<file path="config.mk">
export PLATFORM = sky130hd
export DESIGN_NAME = mem_arbiter
export DESIGN_NICKNAME = d
export VERILOG_FILES = /design/src/rtl/mem_arbiter.sv
export SDC_FILE = /design/constraint.sdc
export NUM_CORES = 1
export LEC_CHECK = 0
export ABC_AREA = 1
export ABC_CLOCK_PERIOD_IN_PS = 2900
export CAP_MARGIN = 5
export CORE_AREA = 2 2 98 100
export DETAILED_ROUTE_END_ITERATION = 6
export DIE_AREA = 0 0 100 102
export PLACE_DENSITY_LB_ADDON = 0.08
export SLEW_MARGIN = 30
export SYNTH_ARGS = -nofsm -noshare
export SYNTH_HDL_FRONTEND = slang
export SYNTH_SLANG_ARGS = --single-unit
</file>
<file path="constraint.sdc">
create_clock -name w_clk -period 2.9 [get_ports w_clk]
set_input_delay 0.435 -clock w_clk [delete_from_list [all_inputs] [get_ports w_clk]]
set_output_delay 0.435 -clock w_clk [all_outputs]
set_load 0.02 [all_outputs]
</file>
<file path="src/rtl/mem_arbiter.sv">
// mem_arbiter
//   Two-port arbiter in front of a single-port synchronous data memory.
//   Port A (core MEM stage) normally wins. Port B (loader/debug host) is
//   protected from starvation by a denial counter, and can take exclusive
//   back-to-back ownership with b_lock for a bounded burst.
//
// Ports
//   w_clk, w_rst                  clock, synchronous active-high reset
//   a_req/a_we/a_addr/a_wdata     port A request (write when a_we=1)
//   a_gnt                         port A accepted this cycle
//   a_rvalid/a_rdata              port A read response, one cycle after grant
//   b_*                           port B, same meaning as port A
//   b_lock                        port B requests exclusive ownership
//   mem_addr/mem_we/mem_wdata     memory command (from the granted port)
//   mem_rdata                     memory read data, one cycle after address
//   a_stall_cnt                   saturating count of denied A cycles
//
// state    | meaning
// ---------+--------------------------------------------------------------
// ST_ARB   | normal arbitration, A first unless B has hit the starve limit
// ST_LOCK  | B owns the memory; A blocked while b_lock stays high
// ST_YIELD | one cycle after a full burst; A has absolute priority
module mem_arbiter #(
   parameter int STARVE_LIMIT = 4,
   parameter int MAX_BURST    = 16
) (
   input  logic        w_clk,
   input  logic        w_rst,
   input  logic        a_req,
   input  logic        a_we,
   input  logic [11:0] a_addr,
   input  logic [31:0] a_wdata,
   output logic        a_gnt,
   output logic        a_rvalid,
   output logic [31:0] a_rdata,
   input  logic        b_req,
   input  logic        b_we,
   input  logic [11:0] b_addr,
   input  logic [31:0] b_wdata,
   input  logic        b_lock,
   output logic        b_gnt,
   output logic        b_rvalid,
   output logic [31:0] b_rdata,
   output logic [11:0] mem_addr,
   output logic        mem_we,
   output logic [31:0] mem_wdata,
   input  logic [31:0] mem_rdata,
   output logic [15:0] a_stall_cnt
);

   localparam int SW = (STARVE_LIMIT < 1) ? 1 : $clog2(STARVE_LIMIT + 1);
   localparam int BW = (MAX_BURST < 1) ? 1 : $clog2(MAX_BURST + 1);

   typedef enum logic [1:0] {ST_ARB, ST_LOCK, ST_YIELD} state_t;

   state_t        state, state_nxt;
   logic [SW-1:0] starve_cnt;
   logic [BW-1:0] burst_cnt, burst_nxt;
   logic          starved;
   logic          arb_a, arb_b;
   logic          a_rv_q, b_rv_q;

   assign starved = b_req && (starve_cnt == SW'(STARVE_LIMIT));
   assign arb_a   = a_req && !starved;
   assign arb_b   = b_req && !arb_a;

   always_comb begin
      a_gnt     = 1'b0;
      b_gnt     = 1'b0;
      state_nxt = state;
      burst_nxt = burst_cnt;
      if (!w_rst) begin
         case (state)
            ST_LOCK: begin
               if (b_lock) begin
                  // With b_req low the lock still holds and A stays blocked.
                  b_gnt = b_req;
                  if (b_req) begin
                     burst_nxt = burst_cnt + 1'b1;
                     if (burst_nxt == BW'(MAX_BURST))
                        state_nxt = ST_YIELD;
                  end
               end else begin
                  // Lock released: this cycle is arbitrated as ARB.
                  a_gnt     = arb_a;
                  b_gnt     = arb_b;
                  state_nxt = ST_ARB;
                  burst_nxt = '0;
               end
            end
            ST_YIELD: begin
               a_gnt     = a_req;
               b_gnt     = b_req && !a_req;
               state_nxt = ST_ARB;
               burst_nxt = '0;
            end
            default: begin
               a_gnt = arb_a;
               b_gnt = arb_b;
               if (arb_b && b_lock) begin
                  burst_nxt = BW'(1);
                  state_nxt = (MAX_BURST <= 1) ? ST_YIELD : ST_LOCK;
               end
            end
         endcase
      end
   end

   always_ff @(posedge w_clk) begin
      if (w_rst) begin
         state       <= ST_ARB;
         starve_cnt  <= '0;
         burst_cnt   <= '0;
         a_stall_cnt <= '0;
         a_rv_q      <= 1'b0;
         b_rv_q      <= 1'b0;
      end else begin
         state     <= state_nxt;
         burst_cnt <= burst_nxt;
         if (!b_req || b_gnt)
            starve_cnt <= '0;
         else if (starve_cnt != SW'(STARVE_LIMIT))
            starve_cnt <= starve_cnt + 1'b1;
         if (a_req && !a_gnt && (a_stall_cnt != 16'hFFFF))
            a_stall_cnt <= a_stall_cnt + 16'd1;
         a_rv_q <= a_gnt && !a_we;
         b_rv_q <= b_gnt && !b_we;
      end
   end

   // Gating with w_rst hides a response to a read granted just before reset.
   assign a_rvalid  = a_rv_q && !w_rst;
   assign b_rvalid  = b_rv_q && !w_rst;
   assign a_rdata   = mem_rdata;
   assign b_rdata   = mem_rdata;

   assign mem_addr  = b_gnt ? b_addr  : a_addr;
   assign mem_wdata = b_gnt ? b_wdata : a_wdata;
   assign mem_we    = (a_gnt && a_we) || (b_gnt && b_we);

endmodule

</file>
==> results of run 1 <==
==> kinds of logic after synthesis <==
| kind of cell | after synthesis | synth area share [%] |
|---|---|---|
| and+or+nand+nor | 277 | 44.4 |
| buffers and inverters | 114 | 25.0 |
| xor gates and xnor gates | 13 | 3.86 |
| AOI/OAI and AO/OA | 26 | 4.80 |
| DFF | 28 | 19.0 |
| adders and majority gates | 7 | 2.97 |
==> critical path: stages (launching register included) <==
cell and delay [ns]:
dfxtp_1 0.35, inv_1 0.07, ha_1 0.21, nand3_1 0.12, nand2_2 0.07, o21ai_1 0.11, o21ai_1 0.08, nand2_1 0.07
nand2_2 0.10, nand2_4 0.11, buf_12 0.17, nand2_1 0.07, nand2_1 0.09, dlygate4sd2_1 0.36
==> through the flow <==
step / worst slack (ns) / TNS (ns) / cells
after floorplan: 0.921 / 0 / 465
after global placement: -0.0387 / -0.262 / 665
after detailed placement: -0.0723 / -1.03 / 665
after CTS: 0.000375 / 0 / 669
after global routing: 0.00441 / 0 / 669
final: 0.205 / 0 / 669
==> worst paths after layout <==
check             depth (start not counted)                          end  slack (ns)                       start
hold reg to reg                           2    burst_cnt[4]$_SDFFE_PP0P_        0.48   burst_cnt[4]$_SDFFE_PP0P_
hold / removal                            2    burst_cnt[4]$_SDFFE_PP0P_        0.48   burst_cnt[4]$_SDFFE_PP0P_
setup / recovery                         13                 mem_wdata[5]        0.20  starve_cnt[0]$_SDFFE_PP0P_
setup reg to reg                         11  a_stall_cnt[3]$_SDFFE_PP0P_        0.88  starve_cnt[0]$_SDFFE_PP0P_
==> flip-flops by register name, indices dropped and copies added, names as in the netlist <==
name and count:
state 2, a_rv_q 1, a_stall_cnt 16, burst_cnt 5
starve_cnt 3, b_rv_q 1
==> where the power goes <==
group | switching, mW | total, mW | internal, mW
registers | 0.0535 | 0.497 | 0.444
logic | 0.852 | 1.42 | 0.566
clock network | 0.135 | 0.320 | 0.185
total | 1.04 | 2.24 | 1.20
==> synthesized netlist by cell type <==
master	instances
nor2_1	44
buf_8	2
buf_6	3
nor2_2	1
nor3_2	2
buf_4	67
o21ai_0	5
ha_1	7
inv_1	29
xor2_1	12
nand3_4	1
nor3_1	6
nand4_1	11
nand3_1	38
clkbuf_1	2
a21oi_1	13
nand2_4	1
clkinv_1	1
nand2_2	4
nand3_2	21
dfxtp_1	28
buf_2	10
o21ai_1	5
nand2_1	147
a21oi_2	3
nor2_4	1
xnor2_1	1
==> repair_timing <==
| action | CTS | global route |
|---|---|---|
| buffers inserted | 0 | 0 |
| resized for setup | 42 | 3 |
| setup endpoints to repair | 42 | 3 |
==> final cells by class <==
cell class | instances | area [sq um] | area share (%)
Tap cell | 111 | 139 | 3.27
Clock inverter | 1 | 30.0 | 0.707
Inverter | 30 | 113 | 2.65
Timing Repair Buffer | 173 | 1710 | 40.3
Sequential cell | 28 | 561 | 13.2
Multi-Input combinational cell | 323 | 1660 | 38.9
Clock buffer | 3 | 41.3 | 0.971
==> routing by layer <==
| metal | track usage, % | routed length (microns) | vias up |
|---|---|---|---|
| met5 | 0 | 0 | - |
| met4 | 4.21 | 176 | 0 |
| met3 | 4.51 | 685 | 22 |
| met2 | 30.1 | 4700 | 127 |
| met1 | 21.6 | 3920 | 1398 |
| li1 | - | - | 1596 |
==> summary.md, run 1 <==
| Metric | Value |
|---|---|
| Outcome | `finished clean` |
| First-pass GRT wire length | `14600 microns` |
| Die Y | `just over 100 microns` |
| Fin Clk Skew | `approximately 0.014 ns` |
| Num CTS Buffers | `3` |
| Syn Area/Cell | `6.34 sq um` |
| DIE WIDTH | `100 microns` |
| Seq cells post-synth | `28` |
| Buffers on Ports | `159` |
| Layout Nets | `693` |
| Critical Path Source Type | `flip-flop` |
| Largest net degree at the start of global routing | `35` |
| Largest cells by area after synthesis | `dfxtp_1 19%, nand2_1 19%, buf_4 17%` |
| Initial core utilization | `32.4%` |
| Antenna violations before repair | `0` |
| CTS max path bufs | `2` |
| RePlAce Congestion | `0.768` |
| FP Rows | `35` |
| Critical path data required time | `2.47 ns` |
| Layout cells sized above 1 | `around a tenth` |
| CTS tree | `built` |
| Net Count, Synth | `599` |
| Cell taking the most area after synthesis | `dfxtp_1` |
| Distinct cells, synth | `27` |
| Initial DRC Count | `90` |
| Final ANT Viol Nets | `0` |
| Die ar. | `10200 sq um` |
| Residual DRC | `0` |
| Fin area | `4250 sq um` |
| Core area | `approximately 9100 sq um` |
| Wirelength, routed | `approximately 9500 microns` |
| H-tree levels | `1` |
| Synth-to-Final Area Change | `44.2%` |
| Leak | `1.92 nW` |
| Most common cell after layout, fill and taps aside | `nand2_1` |
| Syn Std Cell Area | `2950 sq um` |
| Crit-path max FO | `26` |
| Worst-Margin Slew | `0.419 ns` |
| Cts-stage hold buffer count | `0` |
| Avg WL per Cell | `14.2 microns` |
| Dpl cell area | `approximately 4200 sq um` |
| GRT Residual Overflow | `0` |
| Max VDD drop | `0.259 mV` |
| Hold WS | `0.485 ns` |
| Max Cap Viol | `0` |
| Post-synth top area share | `19.0%` |
| RSZ-0062 raised after global routing | `false` |
| Routed vias/inst | `4.70` |
| Diodes inserted | `0` |
| YS warnings | `0` |
| Most frequent cells in the layout | `147 x nand2_1, 113 x clkdlybuf4s50_1, 44 x nor2_1` |
| P per Cell Area | `526 nW/um^2` |
| Crit path DAT | `2.26 ns` |
| Root Buffer | `clkbuf_8` |
| All-layer global routing usage | `17.3%` |
| Worst-Skew Late Latency | `0.29 ns` |
| Critical path class | `flip-flop to primary output` |
| Fmax | `roughly 370 MHz` |
| Hold Path Class | `flip-flop to flip-flop` |
| Clock sink count | `28` |
| Seq/Total Area, Yosys | `19.0%` |
| Worst-path clk slew | `~0.1 ns` |
| First-pass DRT Iterations | `4` |
| Final Hold Vio Count | `0` |
| Max-slew violations | `0` |
| Via count | `3143` |
| Mapped Cells | `465` |
| Min Tclk post-route | `2.70 ns` |
| Final period utilization | `92.9%` |
| Vias in the first global route | `roughly 3000` |
| Power, Total | `2.24 mW` |
| Detailed Place HPWL | `7650 microns` |
| CP Capture Type | `primary output` |
| Slew HR | `72.0%` |
| Final setup violation count | `0` |
| I/O pin cnt | `256` |
| Layout filler cell count | `~960` |
| Final Core Density | `about 47%` |
(Power assumes the default switching activity.)
==> inputs of run 2 (changes only) <==
--- a/config.mk
+++ b/config.mk
@@ -8,9 +8,10 @@
 export ABC_AREA = 1
 export ABC_CLOCK_PERIOD_IN_PS = 2900
 export CAP_MARGIN = 5
-export CORE_AREA = 2 2 98 100
+export CORE_ASPECT_RATIO = 1.75
+export CORE_MARGIN = 4
+export CORE_UTILIZATION = 35
 export DETAILED_ROUTE_END_ITERATION = 6
-export DIE_AREA = 0 0 100 102
 export PLACE_DENSITY_LB_ADDON = 0.08
 export SLEW_MARGIN = 30
 export SYNTH_ARGS = -nofsm -noshare
==> summary.md, run 2 (same netlist as run 1, synthesis figures left out) <==
| Metric | Value |
|---|---|
| Core area | `8260 sq um (was 9110 sq um)` |
| Initial DRC Count | `109 (was 90)` |
| First-pass DRT Iterations | `4 (unchanged)` |
| Final Hold Vio Count | `0 (unchanged)` |
| Switching power share of the total | `44.5% (was 46.5%)` |
| Worst setup path end | `mem_addr[3] (was mem_wdata[5])` |
| Wirelength, routed | `9760 microns (was 9480 microns)` |
| Critical path origin | `starve_cnt[0]$_SDFFE_PP0P_ (unchanged)` |
| Fmax | `378 MHz (was 371 MHz)` |
| Layout filler cell count | `842 (was 961)` |
| Hold WS | `0.487 ns (was 0.485 ns)` |
| Crit-path most repeated cell | `nand2_1 (unchanged)` |
| Synth-to-Final Area Change | `45.3% (was 44.2%)` |
| Final setup violation count | `0 (unchanged)` |
| Largest regs | `a_stall_cnt x16, burst_cnt x5, starve_cnt x3 (unchanged)` |
| Final period utilization | `91.1% (was 92.9%)` |
| Leak | `1.93 nW (was 1.92 nW)` |
| Critical Path Source Type | `flip-flop (unchanged)` |
| Setup ws final | `0.258 ns (was 0.205 ns)` |
| Sequential share of power | `20.7% (was 22.2%)` |
| Detailed Place HPWL | `8120 microns (was 7650 microns)` |
| Via count | `3202 (was 3143)` |
| Initial core utilization | `35.7% (was 32.4%)` |
| Layout Nets | `695 (was 693)` |
| Most frequent cells in the layout | `147 x nand2_1, 113 x clkdlybuf4s50_1, 44 x nor2_1 (unchanged)` |
| Worst r2r src | `starve_cnt[0]$_SDFFE_PP0P_ (unchanged)` |
| Combinational power share | `61.9% (was 63.5%)` |
| Largest net degree at the start of global routing | `29 (was 35)` |
| Worst slack at placement | `-0.0454 ns (was -0.0723 ns)` |
| CTS tree | `built (unchanged)` |
| First-pass GRT wire length | `15100 microns (was 14600 microns)` |
| Avg WL per Cell | `15.0 microns (was 14.2 microns)` |
| Hold Path Class | `flip-flop to flip-flop (unchanged)` |
| Worst-Skew Late Latency | `0.27 ns (was 0.29 ns)` |
| Antenna violations before repair | `0 (unchanged)` |
| Die Y | `129 microns (was 102 microns)` |
| Residual DRC | `0 (unchanged)` |
| Routed vias/inst | `4.91 (was 4.70)` |
| RePlAce Congestion | `0.886 (was 0.768)` |
| Buffers on Ports | `159 (unchanged)` |
| R2R depth | `11 (unchanged)` |
| Layout cells sized above 1 | `10.0% (was 9.50%)` |
| Root Buffer | `clkbuf_16 (was clkbuf_8)` |
| Slew HR | `72.0% (about the same)` |
| P per Cell Area | `560 nW/um^2 (was 526 nW/um^2)` |
| Max incr delay on CP | `0.36 ns (about the same)` |
| Clock share of power | `17.4% (was 14.3%)` |
| Area occupied by multi-input gates | `1660 sq um (about the same)` |
| Final ANT Viol Nets | `0 (unchanged)` |
| CP Capture Type | `primary output (unchanged)` |
| DIE WIDTH | `77.4 microns (was 100 microns)` |
| CP max stage cell | `dlygate4sd2_1 (unchanged)` |
| GRT Residual Overflow | `0 (unchanged)` |
| Largest Register | `a_stall_cnt (unchanged)` |
| Worst path depth | `13 (unchanged)` |
| Postcts setup bufs | `0 (unchanged)` |
| Crit path buf inv count | `3 (unchanged)` |
| Min Tclk post-route | `2.64 ns (was 2.70 ns)` |
| Register Area | `561 sq um (unchanged)` |
| Clock sink count | `28 (unchanged)` |
| Internal power | `1.33 mW (was 1.20 mW)` |
| Max Cap Viol | `0 (unchanged)` |
| Outcome | `finished clean (unchanged)` |
| Die ar. | `10000 sq um (was 10200 sq um)` |
| Critical path data required time | `2.47 ns (about the same)` |
| Diodes inserted | `0 (unchanged)` |
| Critical path's top delay family | `simple AND/OR/NAND/NOR gates (unchanged)` |
| Worst-path clk slew | `0.07 ns (was 0.10 ns)` |
| Fin Clk Skew | `0.00395 ns (was 0.0144 ns)` |
| H-tree levels | `1 (unchanged)` |
| FP Rows | `44 (was 35)` |
| Critical path class | `flip-flop to primary output (unchanged)` |
| Num CTS Buffers | `3 (unchanged)` |
| Max reg flops | `16 (unchanged)` |
| Net switching power | `1.07 mW (was 1.04 mW)` |
| I/O pin cnt | `256 (unchanged)` |
| CTS max path bufs | `2 (unchanged)` |
| Crit path DAT | `2.21 ns (was 2.26 ns)` |
| Vias in the first global route | `3217 (was 3044)` |
| Worst path cell trace | `inv_1, ha_1, nand3_1, nand2_2, o21ai_1, o21ai_1, nand2_1, nand2_4, nand2_4, buf_12, nand2_1, nand2_1, dlygate4sd2_1 (was inv_1, ha_1, nand3_1, nand2_2, o21ai_1, o21ai_1, nand2_1, nand2_2, nand2_4, buf_12, nand2_1, nand2_1, dlygate4sd2_1)` |
| Hold path cells | `2 (unchanged)` |
| Max-slew violations | `0 (unchanged)` |
| Crit-path max FO | `22 (was 26)` |
| Most common cell after layout, fill and taps aside | `nand2_1 (unchanged)` |
| Max VDD drop | `0.361 mV (was 0.259 mV)` |
| Reg2reg setup slack | `0.74 ns (was 0.88 ns)` |
| RR Endpoint | `a_stall_cnt[7]$_SDFFE_PP0P_ (was a_stall_cnt[3]$_SDFFE_PP0P_)` |
| Worst-Margin Slew | `0.419 ns (about the same)` |
| RSZ-0062 raised after global routing | `false (unchanged)` |
| All-layer global routing usage | `18.7% (was 17.3%)` |
[run 2: cell types whose count changed in the layout (fill, tap and decap cells not counted), sizes merged]
cell          previous run  this run
buf                     15        18
dlymetal6s2s             3         1
dlygate4sd2             42        43
[run 2: repair_timing]
item / in CTS / in global routing
hold buffers: 0 / 0
gates cloned: 0 / 0
setup endpoints to repair: 43 / 1
gates resized for setup: 43 / 2
[run 2: cell type report]
cell class	count	share of cell area [%]
clock inverter	1	0.701
timing repair buffer	175	40.4
inverter	30	2.63
sequential	28	13.1
tap	92	2.69
multi-input combinational	323	38.8
clock buffer	3	1.75
[run 2: how the worst min path moves through the flow]
stage,endpoint,start
finish,burst_cnt[4]$_SDFFE_PP0P_,burst_cnt[4]$_SDFFE_PP0P_
floorplan,burst_cnt[4]$_SDFFE_PP0P_,burst_cnt[4]$_SDFFE_PP0P_
detailed placement,burst_cnt[4]$_SDFFE_PP0P_,burst_cnt[4]$_SDFFE_PP0P_
CTS,burst_cnt[4]$_SDFFE_PP0P_,burst_cnt[4]$_SDFFE_PP0P_
global route,burst_cnt[4]$_SDFFE_PP0P_,burst_cnt[4]$_SDFFE_PP0P_
global placement,burst_cnt[4]$_SDFFE_PP0P_,burst_cnt[4]$_SDFFE_PP0P_
[run 2: layer usage]
metal / share of wire [%] / global-route usage (%) / up-vias
li1: - / - / 1598
met1: 34 / 17.7 / 1409
met2: 53 / 35.3 / 172
met3: 9.7 / 7.44 / 23
met4: 2.7 / 8.07 / 0
met5: 0 / 0 / -
[run 2: tightest hold or removal path: stages (launching register included)]
cell and delay, ns:
dfxtp_1 0.32, nand2_1 0.06, a21oi_1 0.06
[run 2: power by group through the flow]
stage                     Sequential [mW]  Clock [mW]  Combinational, mW
after floorplan                     0.517           0               1.04
after global placement              0.504           0               1.57
after detailed placement            0.505           0               1.57
after CTS                           0.497       0.428               1.50
after global routing                0.506       0.444               1.62
final                               0.497       0.418               1.49
[run 2: stage by stage]
step	TNS, ns	util [%]	power [mW]	cell area [sq um]	cells
floorplan	0	-	1.55	2950	465
global placement	-0.123	51.2	2.07	4230	648
detailed placement	-0.730	51.2	2.08	4230	648
CTS	0	51.8	2.42	4280	652
global route	0	51.9	2.57	4280	652
finish	0	51.9	2.40	4280	652
